==> src/rtl/led_dsm_pkg.sv <==
// Shared types and helpers for the N-channel LED delta-sigma / PWM modulator.
package led_dsm_pkg;

    typedef enum logic {
        MODE_DSM = 1'b0,
        MODE_PWM = 1'b1
    } mode_e;

    localparam int DEFAULT_WIDTH = 8;

    typedef logic [DEFAULT_WIDTH-1:0] level_t;

    // A single-channel build still needs a 1-bit channel select port.
    function automatic int chw_calc(input int n_ch);
        return (n_ch > 1) ? $clog2(n_ch) : 1;
    endfunction

endpackage

==> src/rtl/led_dsm_lane.sv <==
// One LED channel: delta-sigma accumulator or PWM comparator feeding a registered output.
module led_dsm_lane
    import led_dsm_pkg::*;
#(
    parameter int WIDTH = DEFAULT_WIDTH
) (
    input  logic             clk,
    input  logic             rst,
    input  logic             clear,
    input  logic             mode,
    input  logic [WIDTH-1:0] level,
    input  logic [WIDTH-1:0] cnt,
    output logic             led
);

    logic [WIDTH-1:0] acc;
    logic [WIDTH:0]   sum;

    // The carry out of the accumulator is the delta-sigma bit stream.
    assign sum = {1'b0, acc} + {1'b0, level};

    always_ff @(posedge clk) begin
        if (rst || clear) begin
            acc <= '0;
            led <= 1'b0;
        end else if (mode == MODE_PWM) begin
            led <= (cnt < level);
        end else begin
            acc <= sum[WIDTH-1:0];
            led <= sum[WIDTH];
        end
    end

endmodule

==> src/rtl/led_dsm_nch.sv <==
// N-channel LED modulator with double-buffered levels and a shared PWM counter.
// Define LED_DSM_FADE_EN to let active levels ramp toward their targets one step per FADE_DIV cycles.
module led_dsm_nch
    import led_dsm_pkg::*;
#(
    parameter  int N_CH     = 3,
    parameter  int WIDTH    = DEFAULT_WIDTH,
    parameter  int FADE_DIV = 256,
    localparam int CHW      = chw_calc(N_CH)
) (
    input  logic             clk,
    input  logic             rst,
    input  logic             enable,
    input  logic             mode,
    input  logic             wr_valid,
    output logic             wr_ready,
    input  logic [CHW-1:0]   wr_ch,
    input  logic [WIDTH-1:0] wr_level,
    input  logic             commit,
    output logic             settled,
    output logic [N_CH-1:0]  led_out
);

    logic [WIDTH-1:0] shadow      [N_CH];
    logic [WIDTH-1:0] shadow_next [N_CH];
    logic [WIDTH-1:0] target      [N_CH];
    logic [WIDTH-1:0] active      [N_CH];
    logic [WIDTH-1:0] cnt;
    logic             mode_q;
    logic             clear;

    if (N_CH < 1 || WIDTH < 2 || WIDTH > 16 || FADE_DIV < 1) begin : g_bad_param
        $error("led_dsm_nch: parameter out of range");
    end

    assign wr_ready = ~rst;
    assign clear    = ~enable | (mode != mode_q);

    // Out-of-range channel numbers match no lane, so those writes are dropped.
    always_comb begin
        shadow_next = shadow;
        for (int i = 0; i < N_CH; i++) begin
            if (wr_valid && wr_ready && (wr_ch == CHW'(i))) begin
                shadow_next[i] = wr_level;
            end
        end
    end

    always_ff @(posedge clk) begin
        if (rst) begin
            for (int i = 0; i < N_CH; i++) begin
                shadow[i] <= '0;
                target[i] <= '0;
            end
        end else begin
            shadow <= shadow_next;
            if (commit) begin
                target <= shadow_next;
            end
        end
    end

    always_ff @(posedge clk) begin
        if (rst) begin
            mode_q <= MODE_DSM;
            cnt    <= '0;
        end else begin
            mode_q <= mode;
            cnt    <= clear ? '0 : cnt + 1'b1;
        end
    end

`ifdef LED_DSM_FADE_EN
    localparam int PW = (FADE_DIV > 1) ? $clog2(FADE_DIV) : 1;

    logic [PW-1:0]    presc;
    logic             fade_tick;
    logic             all_match;
    logic             settled_q;
    logic [WIDTH-1:0] target_next [N_CH];

    assign fade_tick = (presc == PW'(FADE_DIV - 1));
    assign settled   = settled_q;

    // Steps head for the value being committed this edge so a retarget takes effect at once.
    always_comb begin
        for (int i = 0; i < N_CH; i++) begin
            target_next[i] = commit ? shadow_next[i] : target[i];
        end
    end

    always_comb begin
        all_match = 1'b1;
        for (int i = 0; i < N_CH; i++) begin
            if (active[i] != target[i]) begin
                all_match = 1'b0;
            end
        end
    end

    always_ff @(posedge clk) begin
        if (rst) begin
            presc     <= '0;
            settled_q <= 1'b1;
            for (int i = 0; i < N_CH; i++) begin
                active[i] <= '0;
            end
        end else begin
            presc     <= fade_tick ? '0 : presc + 1'b1;
            settled_q <= all_match;
            if (fade_tick) begin
                for (int i = 0; i < N_CH; i++) begin
                    if (active[i] < target_next[i]) begin
                        active[i] <= active[i] + 1'b1;
                    end else if (active[i] > target_next[i]) begin
                        active[i] <= active[i] - 1'b1;
                    end
                end
            end
        end
    end
`else
    assign active  = target;
    assign settled = 1'b1;
`endif

    for (genvar i = 0; i < N_CH; i++) begin : g_lane
        led_dsm_lane #(
            .WIDTH(WIDTH)
        ) u_lane (
            .clk  (clk),
            .rst  (rst),
            .clear(clear),
            .mode (mode),
            .level(active[i]),
            .cnt  (cnt),
            .led  (led_out[i])
        );
    end

endmodule
==> config.mk <==
export PLATFORM = sky130hd
export DESIGN_NAME = led_dsm_nch
export DESIGN_NICKNAME = d
export VERILOG_FILES = /design/src/rtl/led_dsm_pkg.sv /design/src/rtl/led_dsm_lane.sv /design/src/rtl/led_dsm_nch.sv
export SDC_FILE = /design/constraint.sdc
export NUM_CORES = 1
export LEC_CHECK = 0
export BUFFER_PORTS_ARGS = -buffer_cell sky130_fd_sc_hd__buf_4
export CAP_MARGIN = 20
export CORE_UTILIZATION = 61
export DETAILED_ROUTE_END_ITERATION = 8
export HOLD_SLACK_MARGIN = 0.05
export PLACE_DENSITY_LB_ADDON = 0.05
export SETUP_SLACK_MARGIN = 0.4
export SYNTH_ARGS = -nofsm -noshare
export SYNTH_HDL_FRONTEND = slang
export SYNTH_SLANG_ARGS = --single-unit
==> constraint.sdc <==
create_clock -name clk -period 2.3 [get_ports clk]
set_input_delay 0.23 -clock clk [delete_from_list [all_inputs] [get_ports clk]]
set_output_delay 0.23 -clock clk [all_outputs]
set_load 0.03 [all_outputs]
After elaboration in Yosys (flattened, before gate mapping)
Index checks and enable logic that the tools add are counted.
Widths: inputs -> output; s select.
{"block": "totals", "reg_bits": 84, "latchBits": 0, "ramBits": 0, "rom_bits": 0, "inputBits": 16, "output_inout_bits": 5, "wordCells": 40, "memories": 0}
{"block": "op_classes", "n_addsub": 4, "multipliers": 0, "div_mod_pow": 0, "magnitude_cmp": 3, "eq_ne": 3, "n_shift": 0, "muxes": 6, "bitwise": 3, "reduce_logical": 7}
{"operator": "$add 8x8->9", "count": 3}
{"operator": "$lt 8x8->1", "count": 3}
{"operator": "$mux 8", "count": 3}
{"operator": "$add 8x1->8 const B", "count": 1}
{"operator": "$logic_and 1x1->1", "count": 4}
{"operator": "$mux 1", "count": 3}
{"operator": "$eq 2x1->1 const B", "count": 1}
{"operator": "$eq 2x2->1 const B", "count": 1}
{"operator": "$logic_not 2->1", "count": 1}
{"operator": "$not 1->1", "count": 2}
{"operator": "$reduce_or 2->1", "count": 1}
{"operator": "$logic_or 1x1->1", "count": 1}
{"operator": "$ne 1x1->1", "count": 1}
{"operator": "$or 1x1->1", "count": 1}

Depth between registers and ports, before layout
{"block": "logic_depth", "depth_word": 4, "ltp_mapped": 8, "ltp_nobuf": 8}

Modules after synthesis
A second synthesis with hierarchy kept.
{"block": "unflattened", "hier_cells": 490, "area_unflattened_um2": 4614.4}
{"mod": "led_dsm_lane", "instances": 3, "cells_per_inst": 96, "area_per_inst_um2": 854.6, "seq_area_each_um2": 180.2}
{"mod": "led_dsm_nch", "instances": 1, "cells_per_inst": 202, "area_per_inst_um2": 2050.7, "seq_area_each_um2": 1141.1}

Worst setup path after synthesis
OpenSTA, ideal clock, no wires.
{"block": "synth_path", "path_type": "register to register", "from": "register target (netlist bit active[16])", "to": "register g_lane[0].u_lane.acc[6]", "setup_time_ns": 0.062, "t_arrival_ns": 1.802, "required_time_ns": 2.238, "slack_ns": 0.435, "stages_incl_launch_ff": 9, "n_path_buf": 0, "synth_period_minus_slack_ns": 1.865, "cell_sequence": "dfxtp_1 ha_1 inv_1 fa_1 and2b_1 o31a_1 o21ai_1 or4_1 nand3_1"}
{"block": "synth_between", "elab_chain_len": 1}
{"item": "start: declaration", "line": "led_dsm_nch.sv:26", "text": "logic [WIDTH-1:0] target [N_CH];"}
{"item": "start signal: assignment", "line": "led_dsm_nch.sv:58", "text": "target <= shadow_next;"}
{"item": "$add 8x8->9", "line": "led_dsm_lane.sv:20", "text": "assign sum = {1'b0, acc} + {1'b0, level};"}
{"item": "end signal: assignment", "line": "led_dsm_lane.sv:29", "text": "acc <= sum[WIDTH-1:0];"}
{"item": "end: declaration", "line": "led_dsm_lane.sv:16", "text": "logic [WIDTH-1:0] acc;"}
No other way between the ends.
A chain may end at the register's enable or synchronous reset.

Worst setup path after layout
{"block": "layout_path", "from": "register target (netlist bit active[16])", "to": "register g_lane[0].u_lane.led"}
{"block": "layout_between", "elab_chain_len": 2, "word_cells_on_any_way": 3, "cone_classes": "add/sub: 1; order compare: 1; mux: 1"}
{"item": "$add 8x8->9 or $lt 8x8->1 (tied branches)", "line": "led_dsm_lane.sv:20, led_dsm_lane.sv:27"}
{"item": "$mux 1 *", "line": "led_dsm_lane.sv:26", "text": "end else if (mode == MODE_PWM) begin"}
{"item": "end signal: assignment", "line": "led_dsm_lane.sv:27", "text": "led <= (cnt < level);"}
{"item": "end signal: assignment", "line": "led_dsm_lane.sv:30", "text": "led <= sum[WIDTH];"}
{"item": "end: declaration", "line": "led_dsm_lane.sv:13", "text": "output logic led"}
Every way passes the cells marked *; elsewhere a longest branch is shown, timed or not.

==> metrics.yaml <==
worst_setup_path:
  rrSetupSlack_ps: 390
  timing.critical_path.fanout_max: 3
  timing.critical_path.required_ps: 2590
  cp-end-kind: "register"
  rr_startpoint: "active[16]"
  worst_path_largest_cell_delay_ps: 370
  timing.critical_path.buf_inv: 2
  number_of_cells_on_the_worst_reg_to_reg_path: 9
  slowest_stage: "sky130_fd_sc_hd__dfxtp_4"
  worstSetupPathType: "reg -> reg"
  cpLargestDelayFamily: "compound AO/OA/AOI/OAI gates"
  crit_arrival_ps: 2190
  cp_cell_sequence: "ha_4, inv_1, fa_2, and2b_1, o31a_1, o21ai_2, buf_4, a21o_1, a211oi_2"
  worstReg2RegEnd: "g_lane[0].u_lane.led"
  cp-start-kind: "register"
detailed_routing:
  detail_route.first_pass.iterations: 4
  drc: 0
  postRouteWirelength_um: 9930
  detail-route-antenna-nets: 0
  route.detailed.vias_per_inst: 5.81
  avgRoutedWirePerCell_um: 16.0
  num_vias: 3615
  drt_first_iter_violations: 246
timing:
  setup_tns_ps: 0
  rsz0062_at_grt: "yes"
  report.final.setup_viol: 0
  timing.final.hold_violations: 0
  worst_pin_slew_ps: 610
  finalMaxSlewViolations: 0
  maximum_frequency_from_static_timing_analysis_ghz: 0.525
  final_min_period_over_clock_period_pct: 82.8
  clock_skew_ps: 10.2
  maxSlewHeadroom_pct: 59.3
  post-route-min-period_ps: 1910
placed_design:
  io_buffer_count: 19
  dp.final_hpwl_um: 6840
  final_replace_weighted_congestion: 0.833
floorplan:
  die_w_um: 87.8
  rows: 30
  placeableCoreArea_um2: 6940
  design.die.area_um2: 7710
  floorplan.initialDensity_pct: 64.7
  fp.dieH_um: 87.8
  io-pin-count: 21
synth:
  synth_largest_area_cell: "sky130_fd_sc_hd__dfxtp_1"
  ys.warnings.count: 0
  syn_area_um2: 4490
  ys_seq_area_share_pct: 37.4
  synth_cell_types: 40
  synth-edff-count: 0
  yosys_most_used_dff: "sky130_fd_sc_hd__dfxtp_1"
  synth_largest_type_area_fraction_pct: 37.4
  synth.ff_latch_count: 84
  post_synth_most_frequent_cells: "sky130_fd_sc_hd__nor2_1, sky130_fd_sc_hd__dfxtp_1, sky130_fd_sc_hd__ha_1"
  most_common_cell_in_the_synthesized_netlist: "sky130_fd_sc_hd__nor2_1"
  synth_async_sr_flop_share_pct: 0
  syn-mean-instance-area_um2: 8.79
  synthesis.instances: 511
  synthTopCellsByArea: "sky130_fd_sc_hd__dfxtp_1, sky130_fd_sc_hd__ha_1, sky130_fd_sc_hd__nor2_1, sky130_fd_sc_hd__mux2i_1, sky130_fd_sc_hd__a211oi_1"
  mappedNetlistNets: 576
global_routing:
  grt_first_pass_wirelength_um: 16500
  grt-ovfl-total: 0
  grt_max_degree: 49
  first_global_vias: 3384
  groute.usage.overall_pct: 28.2
  grt_antenna_before_repair: 0
cells_and_area:
  multi_input_comb_area_um2: 2600
  utilization_pct: 71.3
  post_route_cells_drive_above_1_share_pct: 12.4
  n_antenna_cell: 0
  ff_latch_area_um2: 1690
  final_nets: 586
  syn_to_final_growth_pct: 10.2
  final.fill_count: 559
pwr:
  leakage_nw: 2.02
  power.share.switching_pct: 27.3
  power.share.sequential_pct: 52.4
  intPower_mw: 2.13
  switchingPower_mw: 0.799
  power.share.combinational_pct: 10.4
  p_clk_share_pct: 37.3
  power.density_nw_per_um2: 591
  worst_vdd_ir_v: 0.000600
  totalPowerFinal_mw: 2.93
clock_tree:
  worst_skew_pair.late_latency_ps: 360
  cts_made_buffers: 9
  clkTransAtPathRegs_ps: 90
  clock_path_buffers: 2
  cts_tree: "built"
  cts.sink_count: 84
  htreeDepth: 3
  cts.root.buffer_cell: "sky130_fd_sc_hd__clkbuf_8"
  post_cts_hold_buffer_count: 0
status:
  status: "complete, no violations"
min_path:
  holdPathEnd: "shadow[23]"
  holdCritStartpoint: "wr_level[7]"
  holdCritPathClass: "in -> reg"
  hold_path_depth: 3
job:
  max_cap_violation_count: 0
[power groups by stage]
stage	Combinational, mW	Sequential [mW]	Clock (mW)
6_report	0.304	1.53	1.09
5_1_grt	0.340	1.54	1.17
4_1_cts	0.301	1.53	1.11
3_5_place_dp	0.293	1.56	0
3_3_place_gp	0.284	1.56	0
2_1_floorplan	0.223	1.55	0
[layout make-up]
type,count,area share (%)
tap,96,2.43
inverter,30,2.27
multi-input combinational,366,52.6
sequential,84,34.1
clock inverter,6,1.47
clock buffer,10,2.58
timing repair buffer,30,4.55
[worst max-delay path by stage]
stage          startpoint                      end  slack [ps]  cells after the start
2_1_floorplan  active[16]  g_lane[0].u_lane.acc[6]         440                      8
3_3_place_gp   active[16]  g_lane[0].u_lane.acc[6]         340                      8
3_5_place_dp    active[0]  g_lane[2].u_lane.acc[6]         250                      8
4_1_cts         active[0]  g_lane[2].u_lane.acc[6]         390                      8
5_1_grt        active[16]  g_lane[0].u_lane.acc[6]         320                      8
6_report       active[16]     g_lane[0].u_lane.led         390                      9
[cell usage in the layout (no fill, tap or decap), drive strengths merged, types with 2 or more instances in the layout]
cell type / netlist / final
a21boi: 2 / 2
nand4: 2 / 2
inv: 30 / 31
nand2: 10 / 10
xor2: 7 / 7
and4bb: 2 / 2
nor2b: 6 / 6
o21a: 8 / 8
clkbuf: 15 / 10
xnor2: 2 / 2
o21ai: 24 / 24
nand4b: 2 / 2
dfxtp: 84 / 84
and2: 2 / 2
nor2: 93 / 93
o31a: 3 / 3
a21oi: 23 / 23
a21o: 8 / 8
a211oi: 34 / 34
ha: 46 / 46
nor4b: 9 / 9
clkinv: 0 / 3
mux2i: 30 / 30
fa: 3 / 3
and3: 4 / 4
o22ai: 3 / 3
nand3: 16 / 16
a31oi: 5 / 5
nor3: 12 / 12
or4: 4 / 4
buf: 16 / 30
[routing by layer]
metal | vias to the layer above | track usage (%) | part of all wire [%]
li1 | 1832 | - | -
met2 | 84 | 45.5 | 46
met1 | 1682 | 37.4 | 47
met5 | - | 0 | 0
met3 | 17 | 5.94 | 4.9
met4 | 0 | 9.69 | 2.0
[worst register-to-register path: cells and delay by family, from the launching register on]
kind | cells | cell delay [ps]
and+or+nand+nor | 1 | 230
adders and majority gates | 2 | 470
buffers and inverters | 2 | 190
DFF | 1 | 370
AOI/OAI and AO/OA | 4 | 580
[cell families (layout without fill, tap and decap cells)]
kind of cell,Yosys count,count (layout),synth area share [%]
adders and majority gates,49,49,14.1
DFF,84,84,37.4
buffers and inverters,61,76,5.93
AOI/OAI and AO/OA,114,114,16.6
and+or+nand+nor,163,163,17.3
other,1,1,0.0835
xor gates and xnor gates,9,9,1.75
muxes,30,30,6.68
[repair_timing]
item,CTS,global route
pin swaps,3,6
endpoints found under the setup margin,5,5
gates resized for setup,17,4
setup buffers,4,2
[state kept, by name (all words and copies together) (netlist names)]
register and flops:
active 24, g_lane.u_lane.acc 24, shadow 24, cnt 8, g_lane.u_lane.led 3, mode_q 1
[through the flow]
| stage | hold WS [ps] | worst slack, ps | instance area, um^2 | cells |
|---|---|---|---|---|
| 2_1_floorplan | 397 | 435 | 4490 | 511 |
| 3_3_place_gp | 456 | 337 | 4640 | 600 |
| 4_1_cts | 156 | 387 | 4930 | 620 |
| 3_5_place_dp | 466 | 249 | 4640 | 600 |
| 5_1_grt | 157 | 323 | 4950 | 622 |
| 6_report | 169 | 395 | 4950 | 622 |
Power figures use the tool's default switching activity.
